[config.mk]
export PLATFORM = sky130hd
export DESIGN_NAME = miter_lockstep_cmp
export DESIGN_NICKNAME = d
export VERILOG_FILES = /design/src/rtl/miter_pkg.sv /design/src/rtl/miter_chan_cmp.sv /design/src/rtl/miter_lockstep_cmp.sv
export SDC_FILE = /design/constraint.sdc
export NUM_CORES = 1
export LEC_CHECK = 0
export CORE_ASPECT_RATIO = 1.75
export CORE_MARGIN = 2
export CORE_UTILIZATION = 41
export CTS_CLUSTER_DIAMETER = 120
export DETAILED_ROUTE_END_ITERATION = 7
export GPL_TIMING_DRIVEN = 0
export MAX_ROUTING_LAYER = met4
export PLACE_DENSITY = 0.86
export SYNTH_ARGS = -nofsm -noshare
export SYNTH_HDL_FRONTEND = slang
export SYNTH_SLANG_ARGS = --single-unit
[constraint.sdc]
create_clock -name clk -period 3.79 [get_ports clk]
set_input_delay 0.5685 -clock clk [delete_from_list [all_inputs] [get_ports clk]]
set_output_delay 0.5685 -clock clk [all_outputs]
set_load 0.01 [all_outputs]
[src/rtl/miter_pkg.sv]
// Shared types and default widths for the lockstep miter comparator.
// Latency: n/a (declarations only).
// Backpressure: n/a (declarations only).
package miter_pkg;

    localparam int DEF_WIDTH    = 8;
    localparam int DEF_CHANNELS = 4;
    localparam int DEF_CNT_W    = 16;
    localparam int DEF_SETTLE   = 2;

    typedef enum logic [2:0] {
        S_IDLE   = 3'd0,
        S_SETTLE = 3'd1,
        S_RUN    = 3'd2,
        S_FAIL   = 3'd3,
        S_DONE   = 3'd4
    } miter_state_e;

endpackage

[src/rtl/miter_chan_cmp.sv]
// One gold/gate channel compare: masked XOR and a mismatch flag.
// Latency: purely combinational, zero cycles.
// Backpressure: none; evaluates every cycle regardless of valid.
module miter_chan_cmp
    import miter_pkg::*;
#(
    parameter int WIDTH = DEF_WIDTH
) (
    input  logic [WIDTH-1:0] gold_i,
    input  logic [WIDTH-1:0] gate_i,
    input  logic [WIDTH-1:0] care_i,
    output logic             mism_o,
    output logic [WIDTH-1:0] diff_o
);

    // Don't-care bits are masked out before the mismatch reduction
    always_comb begin
        diff_o = (gold_i ^ gate_i) & care_i;
        mism_o = |diff_o;
    end

endmodule

[src/rtl/miter_lockstep_cmp.sv]
// Lockstep miter: compares gold vs gate channels per valid sample, counts samples/mismatches, flags sticky fail.
// Latency: one cycle from a valid sample to fail, sample_cnt and mism_cnt.
// Backpressure: none; every valid sample is consumed. Build option MITER_FIRST_FAIL_CAPTURE_EN adds first-fail capture.
module miter_lockstep_cmp
    import miter_pkg::*;
#(
    parameter int WIDTH    = DEF_WIDTH,
    parameter int CHANNELS = DEF_CHANNELS,
    parameter int CNT_W    = DEF_CNT_W,
    parameter int SETTLE   = DEF_SETTLE
) (
    input  logic                      clk,
    input  logic                      rst,
    input  logic                      start,
    input  logic                      stop,
    input  logic                      in_valid,
    input  logic [CHANNELS*WIDTH-1:0] in_gold,
    input  logic [CHANNELS*WIDTH-1:0] in_gate,
    input  logic [CHANNELS*WIDTH-1:0] in_care,
    output logic                      busy,
    output logic                      fail,
    output logic                      done,
    output logic [CNT_W-1:0]          sample_cnt,
    output logic [CNT_W-1:0]          mism_cnt
`ifdef MITER_FIRST_FAIL_CAPTURE_EN
    ,
    output logic [CNT_W-1:0]          ff_index,
    output logic [((CHANNELS > 1) ? $clog2(CHANNELS) : 1)-1:0] ff_chan,
    output logic [WIDTH-1:0]          ff_diff
`endif
);

    localparam int CW = (CHANNELS > 1) ? $clog2(CHANNELS) : 1;
    localparam int SW = $clog2(SETTLE + 2);
    localparam logic [SW-1:0] SETTLE_LAST = SW'(SETTLE - 1);

    miter_state_e               state_q, state_d;
    logic [SW-1:0]              settle_q, settle_d;
    logic [CNT_W-1:0]           sample_q, sample_d;
    logic [CNT_W-1:0]           mism_q, mism_d;
    logic [CHANNELS-1:0]        mism_vec;
    logic [CHANNELS*WIDTH-1:0]  diff_flat;
    logic                       any_mism;

    function automatic logic [CNT_W-1:0] sat_inc(input logic [CNT_W-1:0] v);
        return (&v) ? v : v + 1'b1;
    endfunction

    for (genvar g = 0; g < CHANNELS; g++) begin : g_chan
        miter_chan_cmp #(.WIDTH(WIDTH)) u_cmp (
            .gold_i (in_gold[g*WIDTH +: WIDTH]),
            .gate_i (in_gate[g*WIDTH +: WIDTH]),
            .care_i (in_care[g*WIDTH +: WIDTH]),
            .mism_o (mism_vec[g]),
            .diff_o (diff_flat[g*WIDTH +: WIDTH])
        );
    end

    assign any_mism = |mism_vec;

`ifdef MITER_FIRST_FAIL_CAPTURE_EN
    logic [CNT_W-1:0] ff_index_q, ff_index_d;
    logic [CW-1:0]    ff_chan_q, ff_chan_d;
    logic [WIDTH-1:0] ff_diff_q, ff_diff_d;
`else
    // Per-channel diffs only feed the capture logic, which is not built here
    logic unused_diff;
    assign unused_diff = ^diff_flat;
`endif

    // Next-state and counter update; start overrides everything except reset
    always_comb begin
        state_d  = state_q;
        settle_d = settle_q;
        sample_d = sample_q;
        mism_d   = mism_q;
`ifdef MITER_FIRST_FAIL_CAPTURE_EN
        ff_index_d = ff_index_q;
        ff_chan_d  = ff_chan_q;
        ff_diff_d  = ff_diff_q;
`endif
        if (start) begin
            sample_d = '0;
            mism_d   = '0;
            settle_d = '0;
            state_d  = (SETTLE == 0) ? S_RUN : S_SETTLE;
`ifdef MITER_FIRST_FAIL_CAPTURE_EN
            ff_index_d = '0;
            ff_chan_d  = '0;
            ff_diff_d  = '0;
`endif
        end else begin
            case (state_q)
                S_SETTLE: begin
                    if (stop) begin
                        state_d = S_IDLE;
                    end else if (in_valid) begin
                        if (settle_q == SETTLE_LAST) begin
                            state_d = S_RUN;
                        end else begin
                            settle_d = settle_q + 1'b1;
                        end
                    end
                end
                S_RUN: begin
                    if (in_valid) begin
                        sample_d = sat_inc(sample_q);
                        if (any_mism) begin
                            mism_d  = sat_inc(mism_q);
                            state_d = S_FAIL;
`ifdef MITER_FIRST_FAIL_CAPTURE_EN
                            ff_index_d = sat_inc(sample_q);
                            for (int i = CHANNELS - 1; i >= 0; i--) begin
                                if (mism_vec[i]) begin
                                    ff_chan_d = CW'(i);
                                    ff_diff_d = diff_flat[i*WIDTH +: WIDTH];
                                end
                            end
`endif
                        end
                    end
                    // A mismatch on the stop cycle still reports as a failure
                    if (stop && (state_d != S_FAIL)) begin
                        state_d = S_DONE;
                    end
                end
                S_FAIL: begin
                    if (in_valid) begin
                        sample_d = sat_inc(sample_q);
                        if (any_mism) begin
                            mism_d = sat_inc(mism_q);
                        end
                    end
                end
                default: ;
            endcase
        end
    end

    // State and counter registers with synchronous reset
    always_ff @(posedge clk) begin
        if (rst) begin
            state_q  <= S_IDLE;
            settle_q <= '0;
            sample_q <= '0;
            mism_q   <= '0;
`ifdef MITER_FIRST_FAIL_CAPTURE_EN
            ff_index_q <= '0;
            ff_chan_q  <= '0;
            ff_diff_q  <= '0;
`endif
        end else begin
            state_q  <= state_d;
            settle_q <= settle_d;
            sample_q <= sample_d;
            mism_q   <= mism_d;
`ifdef MITER_FIRST_FAIL_CAPTURE_EN
            ff_index_q <= ff_index_d;
            ff_chan_q  <= ff_chan_d;
            ff_diff_q  <= ff_diff_d;
`endif
        end
    end

    // Status flags decode directly from the registered state
    always_comb begin
        busy       = (state_q == S_SETTLE) || (state_q == S_RUN);
        fail       = (state_q == S_FAIL);
        done       = (state_q == S_DONE);
        sample_cnt = sample_q;
        mism_cnt   = mism_q;
`ifdef MITER_FIRST_FAIL_CAPTURE_EN
        ff_index   = ff_index_q;
        ff_chan    = ff_chan_q;
        ff_diff    = ff_diff_q;
`endif
    end

endmodule

# Word level (Yosys, flattened, before mapping)
# Cells that the tools add are included.
dict set report totals {
  reg_bits 37
  in_bits 101
  output_inout_bits 35
  elab_cells 54
}
dict set report classes {
  add_sub_neg 3
  n_eq_ne 10
  n_mux 10
  n_bitwise 12
  reduce_logical 14
}
# op count
set op_table {}
lappend op_table {{$add A16 B1 Y16 const B} 2}
lappend op_table {{$and A8 B8 Y8} 4}
lappend op_table {{$reduce_and A16 Y1} 2}
lappend op_table {{$reduce_or A32 Y1} 1}
lappend op_table {{$xor A8 B8 Y8} 4}
lappend op_table {{$mux W3} 8}
lappend op_table {{$reduce_and A3 Y1} 3}
lappend op_table {{$ne A4 B4 Y1 const B} 2}
lappend op_table {{$reduce_and A4 Y1} 2}
lappend op_table {{$eq A3 B2 Y1 const B} 2}
lappend op_table {{$ne A3 B3 Y1 const B} 2}
lappend op_table {{$pmux W3 S2} 1}
lappend op_table {{$not A1 Y1} 4}
lappend op_table {{$reduce_or A2 Y1} 2}
lappend op_table {{$eq A3 B1 Y1 const B} 1}
lappend op_table {{$eq A3 B3 Y1 const B} 1}
lappend op_table {{$ne A3 B2 Y1 const B} 1}
lappend op_table {{$reduce_bool A3 Y1} 1}
lappend op_table {{$add A2 B1 Y2 const B} 1}
lappend op_table {{$eq A2 B1 Y1 const B} 1}
lappend op_table {{$reduce_bool A2 Y1} 1}
lappend op_table {{$logic_and A1 B1 Y1} 1}
lappend op_table {{$logic_or A1 B1 Y1} 1}
lappend op_table {{$mux W1} 1}

# Longest topological paths before layout
# Gate-level depths: netlist (run 1).
dict set report depth {
  word_depth 12
  depth_mapped 8
}

# Cells and area by module
# A second synthesis (run 1) with hierarchy kept.
dict set report unflattened {
  hier_cells 313
  hier_area_um2 2597.5
}
# mod instances cells_per_inst area_each_um2 seq_area_each_um2
set modules_own_cells {}
lappend modules_own_cells {miter_lockstep_cmp 1 229 1966.9 740.7}
lappend modules_own_cells {miter_chan_cmp 4 21 157.7 0.0}

# Worst setup path after synthesis (run 1)
# OpenSTA, ideal clock, no wires.
dict set report synth_path {
  kind {input-to-reg}
  from {input in_gate[10]}
  to {register state_q[1]}
  setup_time_ps 119
  arrival_time_ps 1929
  t_required_ps 3671
  path_slack_ps 1743
  stages 7
  cell_sequence {xor2_1 a22oi_1 nand4_1 nor4_4 buf_2 o21ai_1 o221a_2}
}
dict set report synth_via {
  elab_chain_cells 11
}
# element line_no
set synth_lines {}
lappend synth_lines {{from (decl)} miter_lockstep_cmp.sv:18} ;# input logic [CHANNELS*WIDTH-1:0] in_gate,
lappend synth_lines {{$xor A8 B8 Y8 (*)} miter_chan_cmp.sv:18} ;# diff_o = (gold_i ^ gate_i) & care_i;
lappend synth_lines {{$and A8 B8 Y8 (*)} miter_chan_cmp.sv:18}
lappend synth_lines {{$reduce_or A32 Y1 (*)} miter_lockstep_cmp.sv:59} ;# assign any_mism = |mism_vec;
lappend synth_lines {{$mux W3 (*)} miter_lockstep_cmp.sv:108} ;# if (any_mism) begin
lappend synth_lines {{$mux W3 (*)} miter_lockstep_cmp.sv:106} ;# if (in_valid) begin
lappend synth_lines {{$mux W3 (*)} miter_lockstep_cmp.sv:93} ;# case (state_q)
lappend synth_lines {{$mux W3 (*)} miter_lockstep_cmp.sv:82} ;# if (start) begin
lappend synth_lines {{$ne A3 B2 Y1} miter_lockstep_cmp.sv:123} ;# if (stop && (state_d != S_FAIL)) begin
lappend synth_lines {{$logic_and A1 B1 Y1} miter_lockstep_cmp.sv:123}
lappend synth_lines {{$mux W3 (*)} miter_lockstep_cmp.sv:123}
lappend synth_lines {{$pmux W3 S2 (*)} miter_lockstep_cmp.sv:93}
lappend synth_lines {{to (signal assigned)} miter_lockstep_cmp.sv:153} ;# state_q <= state_d;
lappend synth_lines {{to (decl)} miter_lockstep_cmp.sv:37} ;# miter_state_e state_q, state_d;
# Mark *: on every way between the ends. The rest lies on a longest branch, timed or not. The select of a mux whose other input is x is not followed.
# A chain may end at the register's enable or synchronous reset.

# Worst setup path after layout (run 1)
# Same ends and word-level chain as after synthesis.

==> impl_metrics.toml, run 1 <==
[run]
cap_violations = 0

[timing]
setup_viol = 0
rsz0062_at_grt = "false"
finalHoldViolations = 0
fin_skew_ps = 10.1
slew_viol_final = 0
min_period_ps = 2470
fin_crit_sh_pct = 65.2
setup_slack_ps = 1320
clock.fmax_ghz = 0.405
tightest_slew_ps = 555
slew_headroom_pct = 63.0
fin_setup_tns_ps = 0

[cts]
holdBufCountCts = 0
post_cts_buffers = 0
cts_tree = "yes"
root_buffer = "clkbuf_8"
path_clk_slew_ps = 70
cts_buffers = 5
cts_max_path_buffers = 2
htreeDepth = 2
cts_resized = 0
clk_latency_ps = 290
cts.sinks = 37

[global_routing]
antenna_found_initial = 0
track_usage_pct = 25.2
grt_max_degree = 11
grt_first_pass_wirelength_mm = 12.0
first_global_vias = 2574
grt-ovfl-total = 0

[placed_design]
dp.final_hpwl_mm = 6.19
port_buffers = 135
place.gp.congestion = 0.936
pre_cts_ws_ps = 1010

[floorplan]
die_h_um = 104
ios = 136
num_rows = 36
die_area_mm2 = 0.00630
start_util_pct = 42.2
die_w_um = 60.9
coreArea_mm2 = 0.00550

[final_layout]
drive_gt1_share_pct = 4.75
fillCellCount = 451
synthToLayoutAreaGrowth_pct = 66.0
nNetsFinal = 525
multi_input_area_mm2 = 0.00149
diodes = 0
register_area_um2 = 741

[setup_path]
crit_arrival_ps = 2650
reg2reg_slack_ps = 1780
start_kind = "input port"
cp_slowest_cell = "nor4_4"
critPathMaxStageDelay_ps = 440
crit_fanout = 10
cp.required_ps = 3970
path_class = "in2reg"
worstSetupEndpointType = "flop"
crit_chain = "clkdlybuf4s50_1 -> xor2_1 -> a22oi_1 -> nand4_1 -> nor4_4 -> buf_2 -> o21ai_1 -> o221a_2"

[drt]
route.detailed.wl_per_inst_um = 15.5
drcViolationCount = 0
dr.pass1.iters = 4
vias = 2650
finalWirelength_mm = 7.71
viasPerCell = 5.33
drtAntennaViolNets = 0
drt_iter0_drc = 114

[power]
clkPwrFrac_pct = 33.5
p_sw_uw = 194
swShare_pct = 22.9
pwr-share-seq_pct = 46.1
power_density_mw_per_mm2 = 220
p_leak_nw = 1.34
p_comb_share_pct = 20.3
max-vdd-ir-drop_mv = 0.293
intPower_uw = 653

[synth]
synth.yosys.warnings = 0
ys.flop_type = "dfxtp_1"
synth.most_common_cell = "xor2_1"
syn_inst = 279
synth.yosys.seq_area_share_pct = 31.9
yosysTopAreaCellShare_pct = 31.9
synth_area_mm2 = 0.00232
ys_ff_latch = 37
synth_cell_types = 38
async_reset_ff_share_pct = 0
synth_enable_flop_cells = 0
synth_top_area_cell = "dfxtp_1"
synthTopCellsByArea = "dfxtp_1 (32%), xor2_1 (14%), a22oi_1 (5.2%)"
synthTopCellsByCount = "xor2_1 (38), dfxtp_1 (37), nor2_1 (28), nand2_1 (17), a22oi_1 (16)"
syn_nets = 383
synth_area_per_cell_um2 = 8.32

[min_path]
hp-class = "reg2reg"

[run_status]
status = "complete, no violations"
-- routing by layer --
metal,GRT usage (%),vias up,wire length [um]
met3,6.37,20,534
met1,26.6,1226,2910
met2,43.4,103,4060
met5,-,-,0
met4,9.01,0,206
li1,-,1301,-
-- kinds of logic (layout without fill, tap and decap cells) --
family                     count (synthesis)  count (layout)  synth area share (%)
adders and majority gates                  3               3                  1.62
buffers and inverters                     17             159                  3.88
muxes                                      3               3                  1.29
DFF                                       37              37                  31.9
and+or+nand+nor                          115             115                  27.2
AOI/OAI and AO/OA                         57              57                  16.3
xor gates and xnor gates                  47              47                  17.7
-- placed cells by master, fill, tap and decap left out, drive strengths merged, types with 2 or more instances in the layout --
| cell | netlist | routed |
|---|---|---|
| o21ai | 9 | 9 |
| and2 | 2 | 2 |
| a22oi | 16 | 16 |
| or2 | 2 | 2 |
| or3 | 10 | 10 |
| a21oi | 15 | 15 |
| xnor2 | 9 | 9 |
| nor2 | 28 | 28 |
| mux2i | 3 | 3 |
| nor3 | 6 | 6 |
| nand2 | 17 | 17 |
| and3 | 5 | 5 |
| nand3 | 12 | 12 |
| dfxtp | 37 | 37 |
| o31a | 4 | 4 |
| o31ai | 4 | 4 |
| o21a | 5 | 5 |
| clkbuf | 4 | 11 |
| xor2 | 38 | 38 |
| buf | 7 | 7 |
| and4 | 5 | 5 |
| clkdlybuf4s50 | 0 | 135 |
| nor4 | 6 | 6 |
| nand4 | 15 | 15 |
| ha | 3 | 3 |
| or4 | 5 | 5 |
| inv | 6 | 6 |
-- layout make-up --
cell class	instances	share of cell area, %
Timing Repair Buffer	135	35.1
Clock buffer	7	2.24
Tap cell	76	2.47
Inverter	6	0.584
Multi-Input combinational cell	225	38.7
Buffer	11	1.75
Sequential cell	37	19.2
-- sequential cells by signal, summed over array words and instances, names as in the netlist --
signal,cells
settle_q,2
state_q,3
sample_cnt,16
mism_cnt,16
-- power by group through the flow --
stage | Combinational (mW) | Clock [mW] | Sequential [mW]
6_report | 0.172 | 0.284 | 0.391
5_1_grt | 0.185 | 0.302 | 0.391
4_1_cts | 0.173 | 0.289 | 0.391
3_5_place_dp | 0.172 | 0 | 0.400
3_3_place_gp | 0.168 | 0 | 0.400
2_1_floorplan | 0.0488 | 0 | 0.399
-- per-stage QoR --
stage / instance area [um^2] / instances / total power [mW] / hold slack (ps) / util [%]
after floorplan: 2320 / 279 / 0.448 / 436 / -
after detailed placement: 3770 / 490 / 0.572 / 458 / 68.6
after global routing: 3850 / 497 / 0.878 / 495 / 70.1
final: 3850 / 497 / 0.847 / 461 / 70.1
after global placement: 3770 / 490 / 0.568 / 443 / 68.6
after CTS: 3850 / 497 / 0.853 / 467 / 70.1
-- final timing paths --
path | from | cells after the start | end
min | settle_q[1] | 2 | settle_q[1]
max | in_gate[10] | 8 | state_q[1]
min reg2reg | settle_q[1] | 2 | settle_q[1]
max reg2reg | state_q[1] | 6 | mism_cnt[7]
-- worst max-delay path, delay by kind of cell --
| kind | cells | cell delay (ps) |
|---|---|---|
| buffers and inverters | 2 | 720 |
| XOR/XNOR | 1 | 160 |
| AO/OA/AOI/OAI | 3 | 560 |
| AND/OR/NAND/NOR | 2 | 640 |
No activity file was read; power rests on OpenSTA's default activity.
==> run 2: changes to the inputs <==
--- a/config.mk
+++ b/config.mk
@@ -7,12 +7,12 @@
 export LEC_CHECK = 0
 export CORE_ASPECT_RATIO = 1.75
 export CORE_MARGIN = 2
-export CORE_UTILIZATION = 41
+export CORE_UTILIZATION = 38
 export CTS_CLUSTER_DIAMETER = 120
 export DETAILED_ROUTE_END_ITERATION = 7
 export GPL_TIMING_DRIVEN = 0
 export MAX_ROUTING_LAYER = met4
-export PLACE_DENSITY = 0.86
+export PLACE_DENSITY = 0.81
 export SYNTH_ARGS = -nofsm -noshare
 export SYNTH_HDL_FRONTEND = slang
 export SYNTH_SLANG_ARGS = --single-unit
==> constraint.sdc (replaced) <==
create_clock -name clk -period 2.55 [get_ports clk]
set_input_delay 0.3825 -clock clk [delete_from_list [all_inputs] [get_ports clk]]
set_output_delay 0.3825 -clock clk [all_outputs]
set_load 0.01 [all_outputs]
==> run 2 against run 1 <==
Clock-buffer cell count down 2. Cell area up 1.3%. Combinational power up 49%. Sequential cell count unchanged. Die area up 7.5%. Sequential share of layout area down 0.25 points. Cell count up 0.60%. Via count about the same. Core utilization down 3.7 points. Critical path depth unchanged. Wire length up 3.1%. Clock skew down 2.4 ps. Critical endpoint unchanged. Largest power group is now clock.
==> impl_metrics.toml, run 2 (synthesis results as in run 1) <==
[final_layout]
nNetsFinal = 525
diodes = 0
final_cell_mix = "clkdlybuf4s50_1 (135), xor2_1 (38), dfxtp_1 (37)"
layout_commonest_cell = "clkdlybuf4s50_1"
fin_cells = 500
drive_gt1_share_pct = 5.21
fin_util_pct = 66.4
synthToLayoutAreaGrowth_pct = 68.2

[floorplan]
die_h_um = 107
die_w_um = 63.1
die_area_mm2 = 0.00677
start_util_pct = 39.5
num_rows = 37
coreArea_mm2 = 0.00588
ios = 136

[power]
max-vdd-ir-drop_mv = 0.339
pwr-share-seq_pct = 40.2
p_sw_uw = 300
p_leak_nw = 1.37
intPower_mw = 1.14
p_comb_share_pct = 17.8
clkPwrFrac_pct = 42.0
power_density_mw_per_mm2 = 370
swShare_pct = 20.8
power.total_mw = 1.44

[setup_path]
ff2ff_path_depth = 6
crit_fanout = 10
cp.required_ps = 2740
reg2reg_slack_ps = 430
start_kind = "input port"
path_class = "in2reg"
worstSetupEndpointType = "flop"
r2r-start = "state_q[1]"
r2r_end = "mism_cnt[14]"
crit_arrival_ps = 2520

[min_path]
hp-class = "reg2reg"
min_to = "settle_q[1]"
hp-start = "settle_q[1]"
holdPathStages = 2

[cts]
post_cts_buffers = 0
cts_buffers = 5
holdBufCountCts = 0
cts_max_path_buffers = 2
root_buffer = "clkbuf_8"
cts.sinks = 37
cts_resized = 0
cts_tree = "yes"
htreeDepth = 2
clk_latency_ps = 290
path_clk_slew_ps = 70

[placed_design]
dp.final_hpwl_mm = 6.45
place.gp.congestion = 0.836
port_buffers = 135
pre_cts_ws_ps = -89.2
dp.cells = 492

[drt]
drt_iter0_drc = 116
dr.pass1.iters = 4
finalWirelength_mm = 7.94
viasPerCell = 5.30
drcViolationCount = 0
route.detailed.wl_per_inst_um = 15.9
drtAntennaViolNets = 0
vias = 2649

[timing]
slew_headroom_pct = 65.6
min_period_ps = 2340
rsz0062_at_grt = "false"
clock.fmax_ghz = 0.428
setup_viol = 0
finalHoldViolations = 0
setup_slack_ps = 211
fin_crit_sh_pct = 91.7
fin_skew_ps = 7.65
fin_setup_tns_ps = 0
tightest_slew_ps = 516
slew_viol_final = 0

[run]
cap_violations = 0

[global_routing]
grt_first_pass_wirelength_mm = 12.1
track_usage_pct = 22.9
first_global_vias = 2571
grt-ovfl-total = 0
antenna_found_initial = 0
grt_max_degree = 13

[run_status]
status = "complete, no violations"
[run 2: changes by cell type in the layout (fill, tap and decap cells not counted)]
cell,previous run,this run
clkinv_2,0,1
clkbuf_1,5,4
clkbuf_8,6,5
bufinv_16,0,2
[run 2: worst max path at each step]
stage	start	endpoint	slack [ps]	depth (start not counted)
after CTS	in_gate[18]	state_q[1]	220	8
final	in_gate[18]	state_q[1]	210	8
after floorplan	in_gate[10]	state_q[1]	690	7
after global placement	in_gate[18]	state_q[1]	-60	8
after detailed placement	in_gate[18]	state_q[1]	-90	8
after global routing	in_gate[10]	mism_cnt[9]	140	9
[run 2: power by group through the flow]
stage / combinational, mW / sequential, mW / clock, mW
3_5_place_dp: 0.256 / 0.594 / 0
4_1_cts: 0.257 / 0.581 / 0.614
5_1_grt: 0.274 / 0.581 / 0.636
6_report: 0.257 / 0.581 / 0.607
2_1_floorplan: 0.0725 / 0.594 / 0
3_3_place_gp: 0.250 / 0.594 / 0
[run 2: metal layers]
metal | routed length, um | global-route usage [%] | up-vias
li1 | - | - | 1306
met1 | 2970 | 24.2 | 1235
met2 | 4350 | 41.6 | 92
met3 | 432 | 4.29 | 16
met4 | 188 | 8.57 | 0
met5 | 0 | - | -
[run 2: final cells by class]
cell class / count / area [um^2]
fill: 525 / 1980
multi-input combinational: 225 / 1490
timing repair buffer: 135 / 1350
sequential: 37 / 741
tap: 78 / 97.6
clock buffer: 5 / 68.8
buffer: 11 / 67.6
clock inverter: 3 / 65.1
inverter: 6 / 22.5
[run 2: through the flow]
step                cell area [um^2]  hold WS, ps
global placement                3770          447
CTS                             3900          460
detailed placement              3770          450
floorplan                       2320          436
finish                          3900          456
global route                    3900          489
[run 2: worst max-delay path: stages]
cell,delay [ps]
clkdlybuf4s50_1,430
xor2_1,170
a22oi_1,200
nand4_1,200
nor4_4,460
buf_2,300
o21ai_1,110
o221a_2,270
==> run 3: changes to the inputs <==
--- a/config.mk
+++ b/config.mk
@@ -5,6 +5,7 @@
 export SDC_FILE = /design/constraint.sdc
 export NUM_CORES = 1
 export LEC_CHECK = 0
+export CAP_MARGIN = 15
 export CORE_ASPECT_RATIO = 1.75
 export CORE_MARGIN = 2
 export CORE_UTILIZATION = 38
@@ -13,6 +14,7 @@
 export GPL_TIMING_DRIVEN = 0
 export MAX_ROUTING_LAYER = met4
 export PLACE_DENSITY = 0.81
+export SLEW_MARGIN = 20
 export SYNTH_ARGS = -nofsm -noshare
 export SYNTH_HDL_FRONTEND = slang
 export SYNTH_SLANG_ARGS = --single-unit
==> results of run 3 <==
The final DEF is identical to that of run 2; final timing and power are the same.
==> RTL edit (flow settings as in run 3) <==
Add a define of `MITER_FIRST_FAIL_CAPTURE_EN`.
--- a/src/rtl/miter_lockstep_cmp.sv
+++ b/src/rtl/miter_lockstep_cmp.sv
@@ -1,6 +1,8 @@
 // Lockstep miter: compares gold vs gate channels per valid sample, counts samples/mismatches, flags sticky fail.
 // Latency: one cycle from a valid sample to fail, sample_cnt and mism_cnt.
 // Backpressure: none; every valid sample is consumed. Build option MITER_FIRST_FAIL_CAPTURE_EN adds first-fail capture.
+`define MITER_FIRST_FAIL_CAPTURE_EN
+
 module miter_lockstep_cmp
     import miter_pkg::*;
 #(
Formal check against the unedited RTL (old outputs only; new: ff_chan, ff_diff and ff_index): equivalent (equiv_simple and equiv_induct, registers matched by name and starting in step).
==> RTL edit against run 3 <==
- the run now ends with DRC left
- total power is 81% higher
- non-clock buffer count is 42 higher
- sequential cell count is 26 higher
- final cell count is 57% higher
- worst setup slack worse by 0.055 ns
- utilization is 6.5 points lower
- area after synthesis is 62% higher
- fmax is 2.3% lower
- cell area is 49% higher
- hold slack hardly changed
- first-iteration DRC count is 120% higher
- register-to-register slack worse by 0.24 ns
- wire length is 76% higher
- clock power is 100% higher
- critical path type unchanged
- critical endpoint is now mism_cnt[13]
- largest cell class unchanged
==> RTL edit: results (changes against run 3) <==
- End of the worst register-to-register path: mism_cnt[13]
* H-tree depth: 3 (+1)
- The weighted congestion at the end of routability-driven global placement was 0.936 (+12%).
- Power density over the cells: 447 mW/mm2 (+21%)
* Syn nets: 588 (+54%)
- The highest cell delay on the worst timing path was 0.52 ns (+0.06 ns).
* Switching portion of total power: 0.239 (+0.0310)
- In this run the critical register-to-register path is launched from mism_cnt[0].
* Count of mapped cells out of synthesis: 484 (+73%)
* Synth top area cells: sky130_fd_sc_hd__dfxtp_1, sky130_fd_sc_hd__a21oi_1, sky130_fd_sc_hd__xor2_1
- Wire length on met3: 831 um (+92%)
* Num CTS Buffers: 9 (+4)
- Fin nets: 760 (+45%)
- The root buffer cell chosen for the clock tree is sky130_fd_sc_hd__clkbuf_16.
* Power drawn by the clock network: 1220 uW (+100%)
- The data arrival time of the critical path is 2.66 ns (+0.14 ns).
* Total instance count after detailed placement: 770 (+57%)
- Port Buffers: 161 (+19%)
- The startpoint identified for the worst hold timing path is ff_index[2].
- Worst Hold End: ff_index[2]
* Synthesized-area fraction occupied by ao, oa, aoi and oai cells: 0.232 (+0.0686)
- The number of distinct library cell variants in the gate-level netlist after synthesis is 48 (+26%).
* Via count of the first global-routing pass: 4410 (+72%)
- Global routing met1 resource utilization: 0.277 (+0.0348)
* Result of the run: finished, violations left
- The leakage power total came to 0.00197 uW (+44%).
- Violated checks: DRC
* Clock input transition at the sequential cells of the worst setup and hold paths: 0.05 ns (-0.02 ns)
- The met2 wire length was 7640 um (+75%).
- The number of DRC violations after detailed routing came to 7 (+7).
- The number of violations reported at the end of detailed-routing iteration 0 was 251 (+120%).
- Fraction of layout cells with a size suffix above 1: 0.0545 (+0.00233)
- The count of cells along the worst register-to-register path is 9 (+3).
* Adder and majority gate portion of the synthesized area: 0.00997 (-0.00620)
- Sequential-to-total area share from yosys stat: 0.335 (+0.0159)
- The detailed-routing iteration count for the pre-antenna-repair pass came to 8 (+4).
- The worst-case clock skew was 0.00643 ns (-0.00122 ns).
* Tot GR Track Use: 0.270 (+0.0415)
- Vias after detailed routing: 4330 (+63%)
* Share of cell area taken by muxes after synthesis: 0.00532 (-0.00762)
* Wire length on met1: 5170 um (+74%)
* Post-detailed-placement half-perimeter wirelength: 11000 um (+71%)
- Xor and xnor fraction of the mapped netlist area: 0.116 (-0.0610)
- The later-pin clock latency in the skew report came to 0.34 ns (+0.05 ns).
- The routed length per placed instance came to 17.8 um (+12%).
- The sequential power share came to 0.381 (-0.021).
[RTL edit: changes by cell type after synthesis, moves of 6 or more]
| cell | delta |
|---|---|
| sky130_fd_sc_hd__nand3_1 | +12 |
| sky130_fd_sc_hd__nand4_1 | -6 |
| sky130_fd_sc_hd__o21ai_0 | +23 |
| sky130_fd_sc_hd__nand2_1 | +43 |
| sky130_fd_sc_hd__clkbuf_1 | +13 |
| sky130_fd_sc_hd__dfxtp_1 | +26 |
| sky130_fd_sc_hd__xor2_1 | -9 |
| sky130_fd_sc_hd__a211oi_1 | +10 |
| sky130_fd_sc_hd__a32o_1 | +8 |
| sky130_fd_sc_hd__xnor2_1 | +12 |
| sky130_fd_sc_hd__a21oi_1 | +37 |
[RTL edit: layout make-up]
class,instances,area (um2)
sequential,63,1260
multi-input combinational,383,2340
buffer,27,129
timing repair buffer,161,1610
inverter,11,41.3
clock inverter,4,45.0
clock buffer,12,246
tap,125,156
fill,906,3900
[RTL edit: stage by stage]
stage / utilization / cell area [um2] / TNS (ns) / hold WS [ns]
floorplan: - / 3760 / 0 / 0.452
CTS: 0.599 / 5820 / 0 / 0.457
detailed placement: 0.569 / 5530 / -4.06 / 0.447
global placement: 0.569 / 5530 / -2.50 / 0.439
global route: 0.599 / 5830 / 0 / 0.467
finish: 0.599 / 5830 / 0 / 0.456
[RTL edit: worst max path at each step]
stage	startpoint	endpoint	slack, ns	cells past startpoint
after floorplan	sample_cnt[0]	sample_cnt[13]	0.59	8
after global placement	in_gold[7]	ff_chan[0]	-0.19	8
after detailed placement	in_gate[7]	ff_chan[0]	-0.23	8
after CTS	in_gate[7]	ff_chan[0]	0.12	8
after global routing	sample_cnt[0]	sample_cnt[13]	0.03	8
final	in_gold[7]	mism_cnt[13]	0.16	8
